[src/rtl/mips_defs.sv]
// Shared encodings for the multi-cycle MIPS control unit: opcodes, functs,
// FSM states, datapath mux selects and decoded instruction classes.
package mips_defs;

    localparam logic [5:0] OP_R    = 6'b000000;
    localparam logic [5:0] OP_ORI  = 6'b001101;
    localparam logic [5:0] OP_LUI  = 6'b001111;
    localparam logic [5:0] OP_LW   = 6'b100011;
    localparam logic [5:0] OP_SW   = 6'b101011;
    localparam logic [5:0] OP_BEQ  = 6'b000100;
    localparam logic [5:0] OP_J    = 6'b000010;
    localparam logic [5:0] OP_JAL  = 6'b000011;

    localparam logic [5:0] FN_ADDU = 6'b100001;
    localparam logic [5:0] FN_SUBU = 6'b100011;
    localparam logic [5:0] FN_JR   = 6'b001000;

    typedef enum logic [3:0] {
        S_FETCH    = 4'd0,
        S_DECODE   = 4'd1,
        S_EXE_R    = 4'd2,
        S_EXE_I    = 4'd3,
        S_MEM_ADDR = 4'd4,
        S_MEM_RD   = 4'd5,
        S_MEM_WR   = 4'd6,
        S_WB_R     = 4'd7,
        S_WB_I     = 4'd8,
        S_WB_LW    = 4'd9,
        S_BRANCH   = 4'd10,
        S_JUMP     = 4'd11,
        S_JUMP_R   = 4'd12
    } state_t;

    typedef enum logic [1:0] {
        ALU_ADD = 2'd0,
        ALU_SUB = 2'd1,
        ALU_OR  = 2'd2,
        ALU_LUI = 2'd3
    } alu_op_t;

    typedef enum logic [1:0] {
        PC_ALU    = 2'd0,
        PC_ALUOUT = 2'd1,
        PC_JUMP   = 2'd2,
        PC_RS     = 2'd3
    } pc_src_t;

    typedef enum logic [1:0] {
        SRCB_RT      = 2'd0,
        SRCB_FOUR    = 2'd1,
        SRCB_IMM     = 2'd2,
        SRCB_IMM_SL2 = 2'd3
    } alu_src_b_t;

    typedef enum logic [1:0] {
        DST_RT = 2'd0,
        DST_RD = 2'd1,
        DST_RA = 2'd2
    } reg_dst_t;

    typedef enum logic [1:0] {
        M2R_ALU = 2'd0,
        M2R_MDR = 2'd1,
        M2R_PC  = 2'd2
    } mem_to_reg_t;

    typedef enum logic [3:0] {
        IC_NOP  = 4'd0,
        IC_ADDU = 4'd1,
        IC_SUBU = 4'd2,
        IC_JR   = 4'd3,
        IC_ORI  = 4'd4,
        IC_LUI  = 4'd5,
        IC_LW   = 4'd6,
        IC_SW   = 4'd7,
        IC_BEQ  = 4'd8,
        IC_J    = 4'd9,
        IC_JAL  = 4'd10
    } iclass_t;

endpackage

[src/rtl/mc_decode.sv]
// Combinational classification of the latched IR opcode/funct into one
// instruction class; anything unsupported collapses to IC_NOP.
module mc_decode
    import mips_defs::*;
(
    input  logic [5:0] opcode,
    input  logic [5:0] funct,
    output iclass_t    iclass
);

    // opcode first, funct only consulted for the R-type group
    always_comb begin
        iclass = IC_NOP;
        case (opcode)
            OP_R: begin
                case (funct)
                    FN_ADDU: iclass = IC_ADDU;
                    FN_SUBU: iclass = IC_SUBU;
                    FN_JR:   iclass = IC_JR;
                    default: iclass = IC_NOP;
                endcase
            end
            OP_ORI:  iclass = IC_ORI;
            OP_LUI:  iclass = IC_LUI;
            OP_LW:   iclass = IC_LW;
            OP_SW:   iclass = IC_SW;
            OP_BEQ:  iclass = IC_BEQ;
            OP_J:    iclass = IC_J;
            OP_JAL:  iclass = IC_JAL;
            default: iclass = IC_NOP;
        endcase
    end

endmodule

[src/rtl/mc_ctrl.sv]
// Multi-cycle MIPS control FSM: sequences fetch/decode/execute/memory/write-back,
// drives datapath enables and selects, and counts retired instructions.
module mc_ctrl
    import mips_defs::*;
#(
    parameter int CNT_W = 32
) (
    input  logic             clk,
    input  logic             reset,
    input  logic [5:0]       opcode,
    input  logic [5:0]       funct,
    input  logic             zero,
    input  logic             mem_ready,
    output logic             mem_req,
    output logic             pc_write,
    output logic [1:0]       pc_src,
    output logic             ir_write,
    output logic             iord,
    output logic             mem_write,
    output logic             reg_write,
    output logic [1:0]       reg_dst,
    output logic [1:0]       mem_to_reg,
    output logic             alu_src_a,
    output logic [1:0]       alu_src_b,
    output logic [1:0]       alu_op,
    output logic             ext_op,
    output logic [3:0]       state,
    output logic [CNT_W-1:0] retired
);

    localparam logic [CNT_W-1:0] CNT_ONE = {{(CNT_W-1){1'b0}}, 1'b1};

    state_t           state_r;
    state_t           next_state_s;
    iclass_t          iclass_s;
    logic [CNT_W-1:0] retired_r;

    logic        mem_req_s;
    logic        pc_write_s;
    logic        ir_write_s;
    logic        mem_write_s;
    logic        reg_write_s;
    logic        iord_s;
    logic        alu_src_a_s;
    logic        ext_op_s;
    pc_src_t     pc_src_s;
    reg_dst_t    reg_dst_s;
    mem_to_reg_t mem_to_reg_s;
    alu_src_b_t  alu_src_b_s;
    alu_op_t     alu_op_s;

    mc_decode u_decode (
        .opcode (opcode),
        .funct  (funct),
        .iclass (iclass_s)
    );

    // state register
    always_ff @(posedge clk or negedge reset) begin
        if (!reset) begin
            state_r <= S_FETCH;
        end else begin
            state_r <= next_state_s;
        end
    end

    // retire counter: every return to FETCH completes one instruction
    always_ff @(posedge clk or negedge reset) begin
        if (!reset) begin
            retired_r <= {CNT_W{1'b0}};
        end else if ((next_state_s == S_FETCH) && (state_r != S_FETCH)) begin
            retired_r <= retired_r + CNT_ONE;
        end else begin
            retired_r <= retired_r;
        end
    end

    // next-state and per-state datapath controls
    always_comb begin
        next_state_s = state_r;
        mem_req_s    = 1'b0;
        pc_write_s   = 1'b0;
        ir_write_s   = 1'b0;
        mem_write_s  = 1'b0;
        reg_write_s  = 1'b0;
        iord_s       = 1'b0;
        alu_src_a_s  = 1'b0;
        ext_op_s     = 1'b0;
        pc_src_s     = PC_ALU;
        reg_dst_s    = DST_RT;
        mem_to_reg_s = M2R_ALU;
        alu_src_b_s  = SRCB_RT;
        alu_op_s     = ALU_ADD;
        case (state_r)
            S_FETCH: begin
                mem_req_s   = 1'b1;
                alu_src_b_s = SRCB_FOUR;
                if (mem_ready) begin
                    ir_write_s   = 1'b1;
                    pc_write_s   = 1'b1;
                    next_state_s = S_DECODE;
                end else begin
                    next_state_s = S_FETCH;
                end
            end
            S_DECODE: begin
                // branch target is precomputed into ALUOut here
                alu_src_b_s = SRCB_IMM_SL2;
                ext_op_s    = 1'b1;
                case (iclass_s)
                    IC_ADDU, IC_SUBU: next_state_s = S_EXE_R;
                    IC_JR:            next_state_s = S_JUMP_R;
                    IC_ORI, IC_LUI:   next_state_s = S_EXE_I;
                    IC_LW, IC_SW:     next_state_s = S_MEM_ADDR;
                    IC_BEQ:           next_state_s = S_BRANCH;
                    IC_J, IC_JAL:     next_state_s = S_JUMP;
                    default:          next_state_s = S_FETCH;
                endcase
            end
            S_EXE_R: begin
                alu_src_a_s  = 1'b1;
                alu_op_s     = (iclass_s == IC_SUBU) ? ALU_SUB : ALU_ADD;
                next_state_s = S_WB_R;
            end
            S_WB_R: begin
                reg_write_s  = 1'b1;
                reg_dst_s    = DST_RD;
                next_state_s = S_FETCH;
            end
            S_EXE_I: begin
                alu_src_b_s  = SRCB_IMM;
                alu_op_s     = (iclass_s == IC_LUI) ? ALU_LUI : ALU_OR;
                next_state_s = S_WB_I;
            end
            S_WB_I: begin
                reg_write_s  = 1'b1;
                next_state_s = S_FETCH;
            end
            S_MEM_ADDR: begin
                alu_src_a_s  = 1'b1;
                alu_src_b_s  = SRCB_IMM;
                ext_op_s     = 1'b1;
                next_state_s = (iclass_s == IC_SW) ? S_MEM_WR : S_MEM_RD;
            end
            S_MEM_RD: begin
                mem_req_s    = 1'b1;
                iord_s       = 1'b1;
                next_state_s = mem_ready ? S_WB_LW : S_MEM_RD;
            end
            S_WB_LW: begin
                reg_write_s  = 1'b1;
                mem_to_reg_s = M2R_MDR;
                next_state_s = S_FETCH;
            end
            S_MEM_WR: begin
                mem_req_s    = 1'b1;
                iord_s       = 1'b1;
                mem_write_s  = mem_ready;
                next_state_s = mem_ready ? S_FETCH : S_MEM_WR;
            end
            S_BRANCH: begin
                alu_src_a_s  = 1'b1;
                alu_op_s     = ALU_SUB;
                pc_src_s     = PC_ALUOUT;
                pc_write_s   = zero;
                next_state_s = S_FETCH;
            end
            S_JUMP: begin
                pc_src_s   = PC_JUMP;
                pc_write_s = 1'b1;
                // the GRF captures PC (already PC+4) on the same edge as the jump
                if (iclass_s == IC_JAL) begin
                    reg_write_s  = 1'b1;
                    reg_dst_s    = DST_RA;
                    mem_to_reg_s = M2R_PC;
                end else begin
                    reg_write_s  = 1'b0;
                end
                next_state_s = S_FETCH;
            end
            S_JUMP_R: begin
                pc_src_s     = PC_RS;
                pc_write_s   = 1'b1;
                next_state_s = S_FETCH;
            end
            default: begin
                next_state_s = S_FETCH;
            end
        endcase
    end

    // enables are held off for as long as reset is asserted
    assign mem_req    = mem_req_s   & reset;
    assign pc_write   = pc_write_s  & reset;
    assign ir_write   = ir_write_s  & reset;
    assign mem_write  = mem_write_s & reset;
    assign reg_write  = reg_write_s & reset;
    assign iord       = iord_s;
    assign alu_src_a  = alu_src_a_s;
    assign ext_op     = ext_op_s;
    assign pc_src     = pc_src_s;
    assign reg_dst    = reg_dst_s;
    assign mem_to_reg = mem_to_reg_s;
    assign alu_src_b  = alu_src_b_s;
    assign alu_op     = alu_op_s;
    assign state      = state_r;
    assign retired    = retired_r;

endmodule

[config.mk]
export PLATFORM = sky130hd
export DESIGN_NAME = mc_ctrl
export DESIGN_NICKNAME = d
export VERILOG_FILES = /design/src/rtl/mips_defs.sv /design/src/rtl/mc_decode.sv /design/src/rtl/mc_ctrl.sv
export SDC_FILE = /design/constraint.sdc
export NUM_CORES = 1
export LEC_CHECK = 0
export BUFFER_PORTS_ARGS = -buffer_cell sky130_fd_sc_hd__clkbuf_2
export CAP_MARGIN = 20
export CORE_UTILIZATION = 45
export DETAILED_ROUTE_END_ITERATION = 6
export HOLD_SLACK_MARGIN = 0.03
export PLACE_DENSITY = 0.71
export SLEW_MARGIN = 20
export SYNTH_ARGS = -nofsm -noshare
export SYNTH_HDL_FRONTEND = slang
export SYNTH_SLANG_ARGS = --single-unit
export TNS_END_PERCENT = 50
[constraint.sdc]
create_clock -name clk -period 5.8 [get_ports clk]
set_input_delay 0.87 -clock clk [delete_from_list [all_inputs] [get_ports clk]]
set_output_delay 0.87 -clock clk [all_outputs]
set_load 0.02 [all_outputs]
==> qor.yml, run 1 <==
status: "completed"
hold_viol: 0
grt_usage_pct: 20.5
dp_hpwl_um: 3920
clkTransAtPathRegs_ns: 0.07
drive_gt1_share_pct: 24.6
cts_inserted_buffers: 5
initial_core_util_pct: 46.8
h-tree-depth: 2
stdcell_count: 404
place_congestion: 0.821
synth_top_family_by_area: "simple AND/OR/NAND/NOR gates"
slew_viol_final: 0
synth.distinct_cells: 53
via_count: 2257
grt_pass1_vias: 1892
ys_ff_latch: 36
dr.pass1.iters: 4
yosysWarnings: 0
seq_area_frac_synth_pct: 37.7
grt_max_degree: 41
grt_pass1_wl_um: 8900
row_count: 26
min_period_ns: 4.06
clk_latency_ns: 0.28
cts-root-buf: "clkbuf_8"
drv_cap: 0
cts.sinks: 36
power_mw: 1.10
ant_nets: 0
synthMuxAreaShare_pct: 0.891
setup-violations-final: 0
synth_nets: 290
rsz0062_at_grt: "no"
worstHoldPathType: "reg2reg"
finish.utilization_pct: 56.6
slew_headroom_pct: 33.1
drc: 0
layout.nets: 353
ir_drop_uv: 284
dp.cells: 396
grt-ovfl-total: 0
synth_area_um2: 2390
crit_arrival_ns: 3.19
start_kind: "input port"
worstPathMaxFanout: 3
crit_type: "in2out"
final_cell_mix: "69 x clkbuf_2, 36 x dfrtp_1, 31 x nor3_1"
powerDensity_nw_per_um2: 381
worstMarginPinSlew_ns: 0.996
ys.flop_type: "dfrtp_1"
cts_resized: 0
cp-end-kind: "output port"
synth-compound-area-share_pct: 9.53
async_flop_share_pct: 100
synthAdderAreaFrac_pct: 2.10
fmax_ghz: 0.246
holdWs_ns: 0.484
worst-r2r-cell-count: 7
required_ns: 4.93
yosys.area_share.simple_pct: 34.3
finalClockSkew_ns: 0.00822
wl_per_cell_um: 13.4
synth_xor_area_share_pct: 11.7
post_cts_buffers: 0
drt_iter0_markers: 80
synth_area_per_cell_um2: 8.85
die_h_um: 74.9
core_area_um2: 5110
p_leak_nw: 1.47
numPortBuffers: 69
ctsLongestPathBuffers: 2
cts_hold_buf: 0
r2r_slack_ns: 2.89
syn_inst: 270
n_antenna_cell: 0
hold_depth: 1
min_period_over_period_pct: 70.0
final_common_cell: "clkbuf_2"
ios: 70
die_area_um2: 5600
setup-tns-final_ns: 0
syn_to_final_growth_pct: 21.0
synth_edf_count: 0
cts_tree: "done"
via_per_inst: 5.59
die_w_um: 74.9
antenna_found_initial: 0
drt_wl_total_um: 5410
==> cell type report <==
cell class	count	area [µm²]
clock buffer	6	72.6
clock inverter	2	35.0
timing repair buffer	71	360
inverter	8	30.0
tap	70	87.6
multi-input combinational	211	1400
sequential	36	901
fill	485	2220
==> synth_stat cells (all sizes together) (4+ instances only) <==
library cell   n  area share [%]
a21oi          5             1.0
and2           4             1.0
and3           5             1.3
and4           4             1.5
buf            5            0.94
clkbuf        10             1.6
dfrtp         36              38
ha             4             2.1
inv            7             1.1
nand2          9             1.4
nand2b         6             1.6
nand3         21             4.4
nand4         13             3.4
nor2          15             2.4
nor2b          6             1.6
nor3          31             6.5
nor4           8             2.1
o21ai          7             1.5
xor2          29              11
==> critical path, stage by stage <==
cell       delay, ns
clkbuf_2        0.10
or4b_1          0.53
a2111o_1        0.46
a2111oi_2       0.39
mux2i_1         0.13
or3_1           0.37
a21oi_1         0.16
clkbuf_2        0.19
==> power breakdown <==
part | switching, mW | internal (mW) | total, mW | leakage [nW]
clock network | 0.0852 | 0.128 | 0.213 | 0.0552
registers | 0.0672 | 0.284 | 0.351 | 0.480
logic | 0.371 | 0.167 | 0.539 | 0.931
total | 0.524 | 0.579 | 1.10 | 1.47
==> state kept, by name, indices dropped and copies added (netlist names) <==
signal   flops
retired     32
state        4
==> per-stage QoR <==
stage	area, µm²	setup slack, ns
final	2890	1.74
after global placement	2780	1.61
after CTS	2890	1.73
after detailed placement	2780	1.49
after floorplan	2390	1.96
after global routing	2890	1.44
==> per-layer routing <==
metal  track usage (%)  routed length [µm]  vias up
met5                 0                   0        -
li1                  -                   -     1127
met1              31.1                2680     1047
met4              4.40                  53        0
met2              30.8                2380       76
met3              3.21                 292        7
==> path summary, 6_finish.rpt <==
| kind | startpoint | endpoint |
|---|---|---|
| setup / recovery | funct[1] | alu_op[0] |
| hold / removal | retired[25]$_DFFE_PN0P_ | retired[25]$_DFFE_PN0P_ |
| setup reg to reg | state[0]$_DFF_PN0_ | retired[18]$_DFFE_PN0P_ |
| hold reg to reg | retired[25]$_DFFE_PN0P_ | retired[25]$_DFFE_PN0P_ |
| max in group asynchronous | reset | retired[6]$_DFFE_PN0P_ |
| min in group asynchronous | reset | retired[20]$_DFFE_PN0P_ |
==> cell families after synthesis <==
family | Yosys count
and+or+nand+nor | 143
DFF | 36
xor gates and xnor gates | 32
AOI/OAI and AO/OA | 30
buffers and inverters | 23
adders and majority gates | 4
muxes | 2
No activity file was read; power rests on OpenSTA's default activity.
==> run 2, diff against run 1 <==
--- a/config.mk
+++ b/config.mk
@@ -10,7 +10,7 @@
 export CORE_UTILIZATION = 45
 export DETAILED_ROUTE_END_ITERATION = 6
 export HOLD_SLACK_MARGIN = 0.03
-export PLACE_DENSITY = 0.71
+export PLACE_DENSITY = 0.74
 export SLEW_MARGIN = 20
 export SYNTH_ARGS = -nofsm -noshare
 export SYNTH_HDL_FRONTEND = slang
==> constraint.sdc (replaced) <==
create_clock -name clk -period 3.4 [get_ports clk]
set_input_delay 0.51 -clock clk [delete_from_list [all_inputs] [get_ports clk]]
set_output_delay 0.51 -clock clk [all_outputs]
set_load 0.02 [all_outputs]
==> run 2 against run 1 <==
Count of clock-buffer cells in the layout up 1; final cell count up 4.2%; clock skew is 0.0031 ns higher; utilization up 3.1 points; global-route usage increased by 1.5 points; critical path type unchanged; largest cell class unchanged.
==> qor.yml, run 2 (synthesized netlist as in run 1, its figures left out) <==
status: "completed"  # unchanged
cp-end-kind: "output port"  # unchanged
worstHoldPathType: "in2async"  # was reg2reg
grt_usage_pct: 22.0  # was 20.5%
h-tree-depth: 2  # unchanged
cts_resized: 0  # unchanged
final_cell_mix: "68 x clkbuf_2, 36 x dfrtp_1, 31 x nor3_1"  # was 69 x clkbuf_2, 36 x dfrtp_1, 31 x nor3_1
dr_wl_met2_um: 2730  # was 2380 µm
crit_arrival_ns: 2.78  # was 3.19 ns
drv_cap: 0  # unchanged
core_area_um2: 5110  # unchanged
cts.sinks: 36  # unchanged
slowest_stage: "or4b_1"  # unchanged
via_per_inst: 5.52  # was 5.59
grt-ovfl-total: 0  # unchanged
setup-tns-final_ns: 0  # unchanged
place_area_um2: 2950  # was 2780 µm²
crit_type: "in2out"  # unchanged
finalClockSkew_ns: 0.0113  # was 0.00822 ns
cts_inserted_buffers: 5  # unchanged
drt_wl_total_um: 5760  # was 5410 µm
met3_length_um: 198  # was 292 µm
clk_latency_ns: 0.30  # was 0.28 ns
fin_area_um2: 3050  # was 2890 µm²
die_area_um2: 5600  # unchanged
dp_hpwl_um: 4220  # was 3920 µm
dp.cells: 413  # was 396
row_count: 26  # unchanged
required_ns: 2.89  # was 4.93 ns
final_common_cell: "clkbuf_2"  # unchanged
setup_slack_ns: 0.107  # was 1.74 ns
antenna_found_initial: 0  # unchanged
ios: 70  # unchanged
cts_tree: "done"  # unchanged
syn_to_final_growth_pct: 27.7  # was 21.0%
die_h_um: 74.9  # unchanged
ant_nets: 0  # unchanged
holdWs_ns: 0.287  # was 0.484 ns
largest_reg_flops: 32  # unchanged
fmax_ghz: 0.304
worst-r2r-cell-count: 8  # was 7
clkTransAtPathRegs_ns: 0.07  # about the same
ir_drop_uv: 442  # was 284 µV
initial_core_util_pct: 46.8  # unchanged
worstPathMaxFanout: 2  # was 3
drt_iter0_markers: 88  # was 80
stdcell_count: 421  # was 404
drive_gt1_share_pct: 28.2  # was 24.6%
die_w_um: 74.9  # unchanged
drc: 0  # unchanged
hold_viol: 0  # unchanged
slew_headroom_pct: 57.8  # was 33.1%
via_count: 2326  # was 2,257
crit_chain: "clkbuf_2 > or4b_1 > a2111o_1 > buf_4 > a2111oi_4 > mux2i_1 > or3_1 > a21oi_2 > buf_4"  # was clkbuf_2 > or4b_1 > a2111o_1 > a2111oi_2 > mux2i_1 > or3_1 > a21oi_1 > clkbuf_2
ctsLongestPathBuffers: 2  # unchanged
cts-root-buf: "clkbuf_8"  # unchanged
r2r_slack_ns: 0.83  # was 2.89 ns
n_antenna_cell: 0  # unchanged
top_layer: "met4"  # unchanged
critPathTopFamily: "compound AO/OA/AOI/OAI gates"  # unchanged
dp_slack_ns: -0.106  # was 1.49 ns
powerDensity_nw_per_um2: 636  # was 381 nW/µm²
p_leak_nw: 1.56  # was 1.47 nW
place_congestion: 0.862  # was 0.821
slowest_delay_ns: 0.51  # was 0.53 ns
start_kind: "input port"  # unchanged
dr.pass1.iters: 4  # unchanged
wl_met1_um: 2710  # was 2680 µm
cts_hold_buf: 0  # unchanged
crit_cells: 9  # was 8
min_period_over_period_pct: 96.8
crit_top_cell: "buf_4"  # was clkbuf_2
worstMarginPinSlew_ns: 0.628  # was 0.996 ns
grt_max_degree: 40  # was 41
wl_per_cell_um: 13.7  # was 13.4 µm
cp_num_buf_inv: 3  # was 2
post_cts_buffers: 0  # unchanged
numPortBuffers: 69  # unchanged
slew_viol_final: 0  # unchanged
grt_pass1_vias: 2131  # was 1,892
grt_pass1_wl_um: 9460  # was 8900 µm
min_period_ns: 3.29
layout.nets: 370  # was 353
setup-violations-final: 0  # unchanged
[run 2: final timing paths]
| path | from | to |
|---|---|---|
| setup / recovery | funct[1] | alu_op[0] |
| hold / removal | reset | state[2]$_DFF_PN0_ |
| setup reg to reg | state[0]$_DFF_PN0_ | retired[29]$_DFFE_PN0P_ |
| hold reg to reg | retired[31]$_DFFE_PN0P_ | retired[31]$_DFFE_PN0P_ |
| max in group asynchronous | reset | state[0]$_DFF_PN0_ |
| min in group clk | retired[31]$_DFFE_PN0P_ | retired[31]$_DFFE_PN0P_ |
[run 2: power breakdown]
part	internal, mW	switching, mW
registers	0.484	0.115
clock network	0.146	0.154
logic	0.390	0.649
total	1.02	0.918
[run 2: final cells by class]
cell class	instances	area (µm²)
flip-flops and latches	36	901
multi-input cells	211	1430
fillers	445	2060
inverters	8	30.0
clock inverters	1	8.76
repair buffers	88	515
well taps	70	87.6
clock buffers	7	76.3
[run 2: stage by stage]
| step | util [%] | power [mW] |
|---|---|---|
| 6_report | 59.7 | 1.94 |
| 5_1_grt | 59.7 | 2.09 |
| 4_1_cts | 59.4 | 1.95 |
| 3_5_place_dp | 57.7 | 1.65 |
| 3_3_place_gp | 57.7 | 1.63 |
| 2_1_floorplan | - | 1.25 |
[run 2: per-layer routing]
| metal | track usage [%] | vias up |
|---|---|---|
| met2 | 36.8 | 66 |
| met5 | 0 | - |
| met3 | 3.35 | 15 |
| met1 | 28.8 | 1088 |
| met4 | 8.18 | 0 |
| li1 | - | 1157 |
